===== config.mk =====
export PLATFORM = sky130hd
export DESIGN_NAME = mmio_bus_fabric
export DESIGN_NICKNAME = d
export VERILOG_FILES = /design/src/rtl/mmio_bus_fabric_pkg.sv /design/src/rtl/mmio_addr_decode.sv /design/src/rtl/mmio_bus_fabric.sv
export SDC_FILE = /design/constraint.sdc
export NUM_CORES = 1
export LEC_CHECK = 0
export CORE_MARGIN = 4
export CORE_UTILIZATION = 34
export DETAILED_ROUTE_END_ITERATION = 10
export GPL_TIMING_DRIVEN = 0
export PLACE_DENSITY = 0.79
export SLEW_MARGIN = 30
export SYNTH_ARGS = -nofsm -noshare
export SYNTH_HDL_FRONTEND = slang
export SYNTH_SLANG_ARGS = --single-unit
export TNS_END_PERCENT = 50

===== constraint.sdc =====
create_clock -name clk -period 3.1 [get_ports clk]
set_input_delay 0.93 -clock clk [delete_from_list [all_inputs] [get_ports clk]]
set_output_delay 0.93 -clock clk [all_outputs]
set_load 0.05 [all_outputs]

===== src/rtl/mmio_bus_fabric_pkg.sv =====
// mmio_bus_fabric_pkg: default SOPC memory map and fabric FSM encoding shared by the MMIO fabric files.
package mmio_bus_fabric_pkg;
   localparam int unsigned MMIO_MAX_SLV = 8;
   localparam int unsigned MMIO_IDX_W   = 3;
   localparam int unsigned MMIO_LAT_W   = 4;
   localparam logic [31:0] MMIO_ROM_BASE  = 32'h0000_0000;
   localparam logic [31:0] MMIO_ROM_SIZE  = 32'h0001_0000;
   localparam logic [31:0] MMIO_GRAM_BASE = 32'h0010_0000;
   localparam logic [31:0] MMIO_GRAM_SIZE = 32'h0000_1000;
   localparam logic [31:0] MMIO_RAM_BASE  = 32'h0020_0000;
   localparam logic [31:0] MMIO_RAM_SIZE  = 32'h0001_0000;
   localparam logic [31:0] MMIO_IO_BASE   = 32'h1000_0000;
   localparam logic [31:0] MMIO_IO_SIZE   = 32'h0000_0100;
   typedef enum logic [2:0] {
      ST_IDLE,
      ST_ACCESS,
      ST_WAIT,
      ST_RESP,
      ST_ERR
   } mmio_state_e;
endpackage


===== src/rtl/mmio_addr_decode.sv =====
// mmio_addr_decode: maps a byte address onto the lowest-indexed matching base/size window.
module mmio_addr_decode
   import mmio_bus_fabric_pkg::*;
#(
   parameter int unsigned             NUM_SLV  = 4,
   parameter logic [32*NUM_SLV-1:0]   SLV_BASE = {MMIO_IO_BASE, MMIO_RAM_BASE, MMIO_GRAM_BASE, MMIO_ROM_BASE},
   parameter logic [32*NUM_SLV-1:0]   SLV_SIZE = {MMIO_IO_SIZE, MMIO_RAM_SIZE, MMIO_GRAM_SIZE, MMIO_ROM_SIZE}
) (
   input  logic [31:0]            addr_i,
   output logic                   hit_vld_o,
   output logic [MMIO_IDX_W-1:0]  hit_idx_o,
   output logic [31:0]            offset_o
);
   logic [NUM_SLV-1:0] hit;
   for (genvar g = 0; g < NUM_SLV; g++) begin : g_win
      logic [32:0] diff;
      // Bit 32 of the 33-bit difference is the borrow, i.e. addr below base.
      assign diff   = {1'b0, addr_i} - {1'b0, SLV_BASE[32*g+:32]};
      assign hit[g] = !diff[32] && (diff < {1'b0, SLV_SIZE[32*g+:32]});
   end
   always_comb begin
      hit_vld_o = 1'b0;
      hit_idx_o = '0;
      offset_o  = '0;
      for (int i = NUM_SLV - 1; i >= 0; i--) begin
         if (hit[i]) begin
            hit_vld_o = 1'b1;
            hit_idx_o = MMIO_IDX_W'(i);
            offset_o  = addr_i - SLV_BASE[32*i+:32];
         end
      end
   end
endmodule


===== src/rtl/mmio_bus_fabric.sv =====
// mmio_bus_fabric: single-master MMIO fabric with window decode, per-slave fixed read latency and error responses.
module mmio_bus_fabric
   import mmio_bus_fabric_pkg::*;
#(
   parameter int unsigned                     NUM_SLV  = 4,
   parameter logic [32*NUM_SLV-1:0]           SLV_BASE = {MMIO_IO_BASE, MMIO_RAM_BASE, MMIO_GRAM_BASE, MMIO_ROM_BASE},
   parameter logic [32*NUM_SLV-1:0]           SLV_SIZE = {MMIO_IO_SIZE, MMIO_RAM_SIZE, MMIO_GRAM_SIZE, MMIO_ROM_SIZE},
   parameter logic [MMIO_LAT_W*NUM_SLV-1:0]   SLV_LAT  = {4'd3, 4'd2, 4'd1, 4'd1},
   parameter logic [NUM_SLV-1:0]              SLV_RO   = 4'b0001,
   parameter logic [31:0]                     ERR_DATA = 32'h0000_0000
) (
   input  logic                    clk,
   input  logic                    rst_n,
   input  logic                    m_ce_i,
   input  logic                    m_we_i,
   input  logic [31:0]             m_addr_i,
   input  logic [3:0]              m_sel_i,
   input  logic [31:0]             m_wdata_i,
   output logic [31:0]             m_rdata_o,
   output logic                    m_ready_o,
   output logic                    m_err_o,
   output logic [NUM_SLV-1:0]      s_ce_o,
   output logic                    s_we_o,
   output logic [31:0]             s_addr_o,
   output logic [3:0]              s_sel_o,
   output logic [31:0]             s_wdata_o,
   input  logic [32*NUM_SLV-1:0]   s_rdata_i
);
   mmio_state_e            state_q;
   logic [MMIO_IDX_W-1:0]  idx_q;
   logic [MMIO_LAT_W-1:0]  cnt_q;
   logic                   hit_vld;
   logic [MMIO_IDX_W-1:0]  hit_idx;
   logic [31:0]            offset;
   logic [MMIO_LAT_W-1:0]  lat [MMIO_MAX_SLV];
   logic [31:0]            rd  [MMIO_MAX_SLV];
   logic [MMIO_MAX_SLV-1:0] ro;

   mmio_addr_decode #(
      .NUM_SLV  (NUM_SLV),
      .SLV_BASE (SLV_BASE),
      .SLV_SIZE (SLV_SIZE)
   ) u_dec (
      .addr_i    (m_addr_i),
      .hit_vld_o (hit_vld),
      .hit_idx_o (hit_idx),
      .offset_o  (offset)
   );

   // Pad per-slave tables to the full index range so the 3-bit index never selects out of range.
   for (genvar g = 0; g < MMIO_MAX_SLV; g++) begin : g_slv
      if (g < NUM_SLV) begin : g_on
         assign lat[g] = SLV_LAT[MMIO_LAT_W*g+:MMIO_LAT_W];
         assign rd[g]  = s_rdata_i[32*g+:32];
         assign ro[g]  = SLV_RO[g];
      end else begin : g_off
         assign lat[g] = '0;
         assign rd[g]  = '0;
         assign ro[g]  = 1'b0;
      end
   end

   always_ff @(posedge clk or negedge rst_n) begin
      if (!rst_n) begin
         state_q   <= ST_IDLE;
         idx_q     <= '0;
         cnt_q     <= '0;
         m_rdata_o <= '0;
         m_ready_o <= 1'b0;
         m_err_o   <= 1'b0;
         s_ce_o    <= '0;
         s_we_o    <= 1'b0;
         s_addr_o  <= '0;
         s_sel_o   <= '0;
         s_wdata_o <= '0;
      end else begin
         s_ce_o    <= '0;
         s_we_o    <= 1'b0;
         m_ready_o <= 1'b0;
         m_err_o   <= 1'b0;
         unique case (state_q)
            ST_IDLE: if (m_ce_i) begin
               if (!hit_vld || (m_we_i && ro[hit_idx])) begin
                  state_q   <= ST_ERR;
                  m_ready_o <= 1'b1;
                  m_err_o   <= 1'b1;
                  m_rdata_o <= ERR_DATA;
               end else begin
                  state_q   <= ST_ACCESS;
                  idx_q     <= hit_idx;
                  cnt_q     <= lat[hit_idx] - 1'b1;
                  s_ce_o    <= NUM_SLV'(1) << hit_idx;
                  s_we_o    <= m_we_i;
                  s_addr_o  <= offset;
                  s_sel_o   <= m_sel_i;
                  s_wdata_o <= m_wdata_i;
               end
            end
            ST_ACCESS: begin
               state_q <= (cnt_q == '0) ? ST_RESP : ST_WAIT;
               if (cnt_q == '0) begin
                  m_rdata_o <= rd[idx_q];
                  m_ready_o <= 1'b1;
               end
            end
            ST_WAIT: begin
               cnt_q <= cnt_q - 1'b1;
               if (cnt_q == MMIO_LAT_W'(1)) begin
                  state_q   <= ST_RESP;
                  m_rdata_o <= rd[idx_q];
                  m_ready_o <= 1'b1;
               end
            end
            default: state_q <= ST_IDLE;
         endcase
      end
   end
endmodule


==> summary.md <==
| Metric | Value |
|---|---|
| Run status | `finished, final reports clean` |
| Number of buffers on the longest clock path | `2` |
| Number of distinct library cells after synthesis | `62` |
| Number of primary I/O pins | `307` |
| Core Region | `18710 sq um` |
| Avg Synthesized Cell Area | `13.03 sq um` |
| Worst hold slack across all endpoints | `0.4090 ns` |
| Total power | `4.005 mW` |
| Kind of path behind the tightest hold check | `in2async` |
| Clk sink count | `116` |
| Clock-pin transition on the worst setup and hold timing paths | `0.06 ns` |
| Primary FF master, synth | `sky130_fd_sc_hd__dfrtp_1` |
| Chip Width | `145.9 um` |
| Final Cycle Share | `98.49%` |
| Overflow left after global routing | `0` |
| Routed via count divided by cell count | `4.965` |
| Die height | `145.9 um` |
| Worst-case clock skew | `0.008771 ns` |
| Cts-stage hold buffer count | `0` |
| Via count of the first global-routing pass | `5597` |
| Max-slew violations | `0` |
| Area added between synthesis and finish | `68.20%` |
| Worst rel slew slack | `43.33%` |
| Initial drt markers | `197` |
| TNS Setup | `0 ns` |
| Leakage power total | `4.708 nW` |
| Sequential-to-total area share from yosys stat | `44.93%` |
| CP Data Required Time | `3.39 ns` |
| Final setup violating endpoints | `0` |
| Achievable clock frequency | `327.5 MHz` |
| Synthesis-stage register bit count | `116` |
| Avg WL per Cell | `19.35 um` |
| Synthesis Warnings | `0` |
| Final layout net count | `1052` |
| Number of buffers inserted during clock tree synthesis | `17` |
| Start-to-end type of the worst setup path | `in2reg` |
| Maximum ir drop on the vdd rail | `0.3346 mV` |
| Pwr/cell area | `368.5 nW/um^2` |
| Clock latency reported for the late side of the worst-skew pair | `0.40 ns` |
| Worst Path Arrival | `3.34 ns` |
| Antenna violations before repair | `1` |
| Root Driver | `sky130_fd_sc_hd__clkbuf_16` |
| H-tree levels | `4` |
| First drt pass iteration count | `4` |
| Tmin final | `3.053 ns` |
| Worst-path maximum fanout | `10` |
| Synth area leader | `sky130_fd_sc_hd__dfrtp_1` |
| Synthesized area | `6461 sq um` |
| Count of input and output buffers | `305` |
| Crit. End Element | `flop` |
| Kind of start point of the critical path | `input port` |
| Number of diodes added for antenna fixing | `0` |
| Post-synthesis instance total | `496` |
| Share of the synthesized area in the top cell type | `44.93%` |
| EDFF count, synth | `0` |
| Final hold vios | `0` |
| Count of vias placed by the detailed router | `5412` |
| Top area cells in the synthesized netlist | `sky130_fd_sc_hd__dfrtp_1 (45%), sky130_fd_sc_hd__mux2_4 (12%), sky130_fd_sc_hd__mux4_2 (11%), sky130_fd_sc_hd__mux2_2 (3.1%), sky130_fd_sc_hd__nor2b_1 (3.1%)` |
| Layout cell share with drive strength beyond 1 | `25.23%` |
| Overall routed net length | `21.09 mm` |
| First-pass GRT wire length | `32.06 mm` |
| Maximum number of pins on one net before global-route repair | `72` |
| Total DRC errors in the routed layout | `0` |
| Slew @ Worst Pin | `0.8501 ns` |
| Clock tree from TritonCTS | `done` |
| Max_cap viols | `0` |
| Sum of net half-perimeters after detailed placement | `15.79 mm` |
| Row count | `50` |
| Final ANT Viol Nets | `0` |
| Share of flip-flops with an asynchronous set or reset | `100.0%` |
| Last weighted congestion value of the routability-driven placer | `0.8432` |
| Syn nets | `705` |
| Total global-route track usage | `18.92%` |
| Effective utilization at floorplan | `34.54%` |
| Die outline area | `21270 sq um` |
## power breakdown
| group | internal [mW] | leakage, nW | switching [mW] |
|---|---|---|---|
| Sequential | 1.53 | 1.47 | 0.00719 |
| Combinational | 0.355 | 2.96 | 0.223 |
| Clock | 1.18 | 0.272 | 0.717 |
| Total | 3.06 | 4.71 | 0.947 |
## logic make-up (layout without fill, tap and decap cells)
family                     after synthesis  count (layout)  share of synthesized area, %
xor gates and xnor gates                11              11                         1.491
and+or+nand+nor                        146             146                         14.23
AOI/OAI and AO/OA                       42              42                         4.532
buffers and inverters                   65             425                         5.655
muxes                                  107             107                         27.42
adders and majority gates                9               9                         1.743
DFF                                    116             116                         44.93
## placed cells by master (no fill, tap or decap), types with 4 or more instances in the layout
master / netlist / final
sky130_fd_sc_hd__nand3_1: 9 / 8
sky130_fd_sc_hd__clkinvlp_4: 0 / 4
sky130_fd_sc_hd__ha_1: 9 / 7
sky130_fd_sc_hd__mux4_2: 32 / 32
sky130_fd_sc_hd__nand2b_1: 4 / 4
sky130_fd_sc_hd__dfrtp_1: 116 / 116
sky130_fd_sc_hd__nand2_1: 9 / 6
sky130_fd_sc_hd__clkbuf_1: 16 / 15
sky130_fd_sc_hd__mux2_2: 18 / 18
sky130_fd_sc_hd__nand4_1: 23 / 23
sky130_fd_sc_hd__and2_1: 8 / 8
sky130_fd_sc_hd__nor4_4: 0 / 4
sky130_fd_sc_hd__o21ai_0: 21 / 21
sky130_fd_sc_hd__nor2_1: 20 / 17
sky130_fd_sc_hd__nor3_1: 6 / 6
sky130_fd_sc_hd__nor2b_1: 32 / 32
sky130_fd_sc_hd__buf_1: 4 / 4
sky130_fd_sc_hd__clkbuf_16: 0 / 21
sky130_fd_sc_hd__clkbuf_2: 0 / 4
sky130_fd_sc_hd__buf_2: 2 / 4
sky130_fd_sc_hd__clkdlybuf4s50_1: 0 / 287
sky130_fd_sc_hd__inv_1: 33 / 30
sky130_fd_sc_hd__buf_12: 5 / 8
sky130_fd_sc_hd__xor2_1: 7 / 6
sky130_fd_sc_hd__clkinv_2: 0 / 6
sky130_fd_sc_hd__dlymetal6s2s_1: 0 / 7
sky130_fd_sc_hd__dlygate4sd2_1: 0 / 5
sky130_fd_sc_hd__mux2_4: 53 / 53
sky130_fd_sc_hd__buf_4: 1 / 20
## state kept, by name, summed over array words and instances, names as in the netlist
name / cells
m_rdata_o: 32
s_addr_o: 32
s_wdata_o: 32
cnt_q: 4
s_ce_o: 4
s_sel_o: 4
state_q: 3
idx_q: 2
m_err_o: 1
m_ready_o: 1
s_we_o: 1
## worst max-delay path, cell delays in order
cell and delay, ns:
sky130_fd_sc_hd__clkbuf_2 0.16, sky130_fd_sc_hd__inv_2 0.13, sky130_fd_sc_hd__ha_4 0.18, sky130_fd_sc_hd__nor4b_4 0.32, sky130_fd_sc_hd__nand3_2 0.20, sky130_fd_sc_hd__xnor2_4 0.28, sky130_fd_sc_hd__nand4_1 0.18, sky130_fd_sc_hd__nand3_4 0.11
sky130_fd_sc_hd__and3_4 0.21, sky130_fd_sc_hd__buf_12 0.16, sky130_fd_sc_hd__buf_12 0.15, sky130_fd_sc_hd__mux2_4 0.31
## through the flow
stage,util [%],setup WS (ns),instance area [sq um],cells
6_report,58.10,0.04679,10870,1090
5_1_grt,58.10,-0.05314,10870,1090
4_1_cts,56.52,0.002550,10570,1074
3_5_place_dp,52.70,-1.010,9858,1036
3_3_place_gp,52.53,-3.635,9826,1035
2_1_floorplan,-,0.02589,6480,496
## final cells by class
class	count	area (sq um)
clock inverter	14	137.6
sequential	116	2903
timing repair buffer	329	3314
inverter	33	123.9
clock buffer	18	429.2
multi-input combinational	315	3406
tap	234	292.8
fill	1536	7838
buffer	31	261.5
## synthesized netlist by cell type, types with 7 or more instances
master	count
sky130_fd_sc_hd__ha_1	9
sky130_fd_sc_hd__and2_1	8
sky130_fd_sc_hd__nand3_1	9
sky130_fd_sc_hd__mux4_2	32
sky130_fd_sc_hd__nor2b_1	32
sky130_fd_sc_hd__xor2_1	7
sky130_fd_sc_hd__mux2_2	18
sky130_fd_sc_hd__clkbuf_1	16
sky130_fd_sc_hd__inv_1	33
sky130_fd_sc_hd__nor2_1	20
sky130_fd_sc_hd__dfrtp_1	116
sky130_fd_sc_hd__mux2_4	53
sky130_fd_sc_hd__nand2_1	9
sky130_fd_sc_hd__o21ai_0	21
sky130_fd_sc_hd__nand4_1	23
## repair_timing
item	in CTS	in global routing
gates resized for setup	39	36
pin swaps	10	14
buffers inserted	7	12
cloned	0	4
endpoints found under the setup margin	108	101
## worst paths after layout
path | from | end | slack (ns) | cells after the start
max | m_addr_i[22] | s_wdata_o[28] | 0.05 | 12
max in group asynchronous | rst_n | s_wdata_o[30] | 2.01 | 2
max reg2reg | idx_q[0] | m_rdata_o[12] | 0.60 | 5
min in group clk | s_addr_o[27] | s_addr_o[27] | 0.48 | 1
min reg2reg | s_addr_o[27] | s_addr_o[27] | 0.48 | 1
min | rst_n | m_rdata_o[5] | 0.41 | 1
## per-layer routing
layer	vias up	share of wire (%)	GRT usage [%]	wire length, um
li1	2508	-	-	-
met1	2670	40	22.03	8334
met2	205	53	34.38	11140
met3	27	6.1	5.201	1286
met4	2	1.5	4.843	311
met5	-	0.062	0	13
No activity file was read; power rests on OpenSTA's default activity.
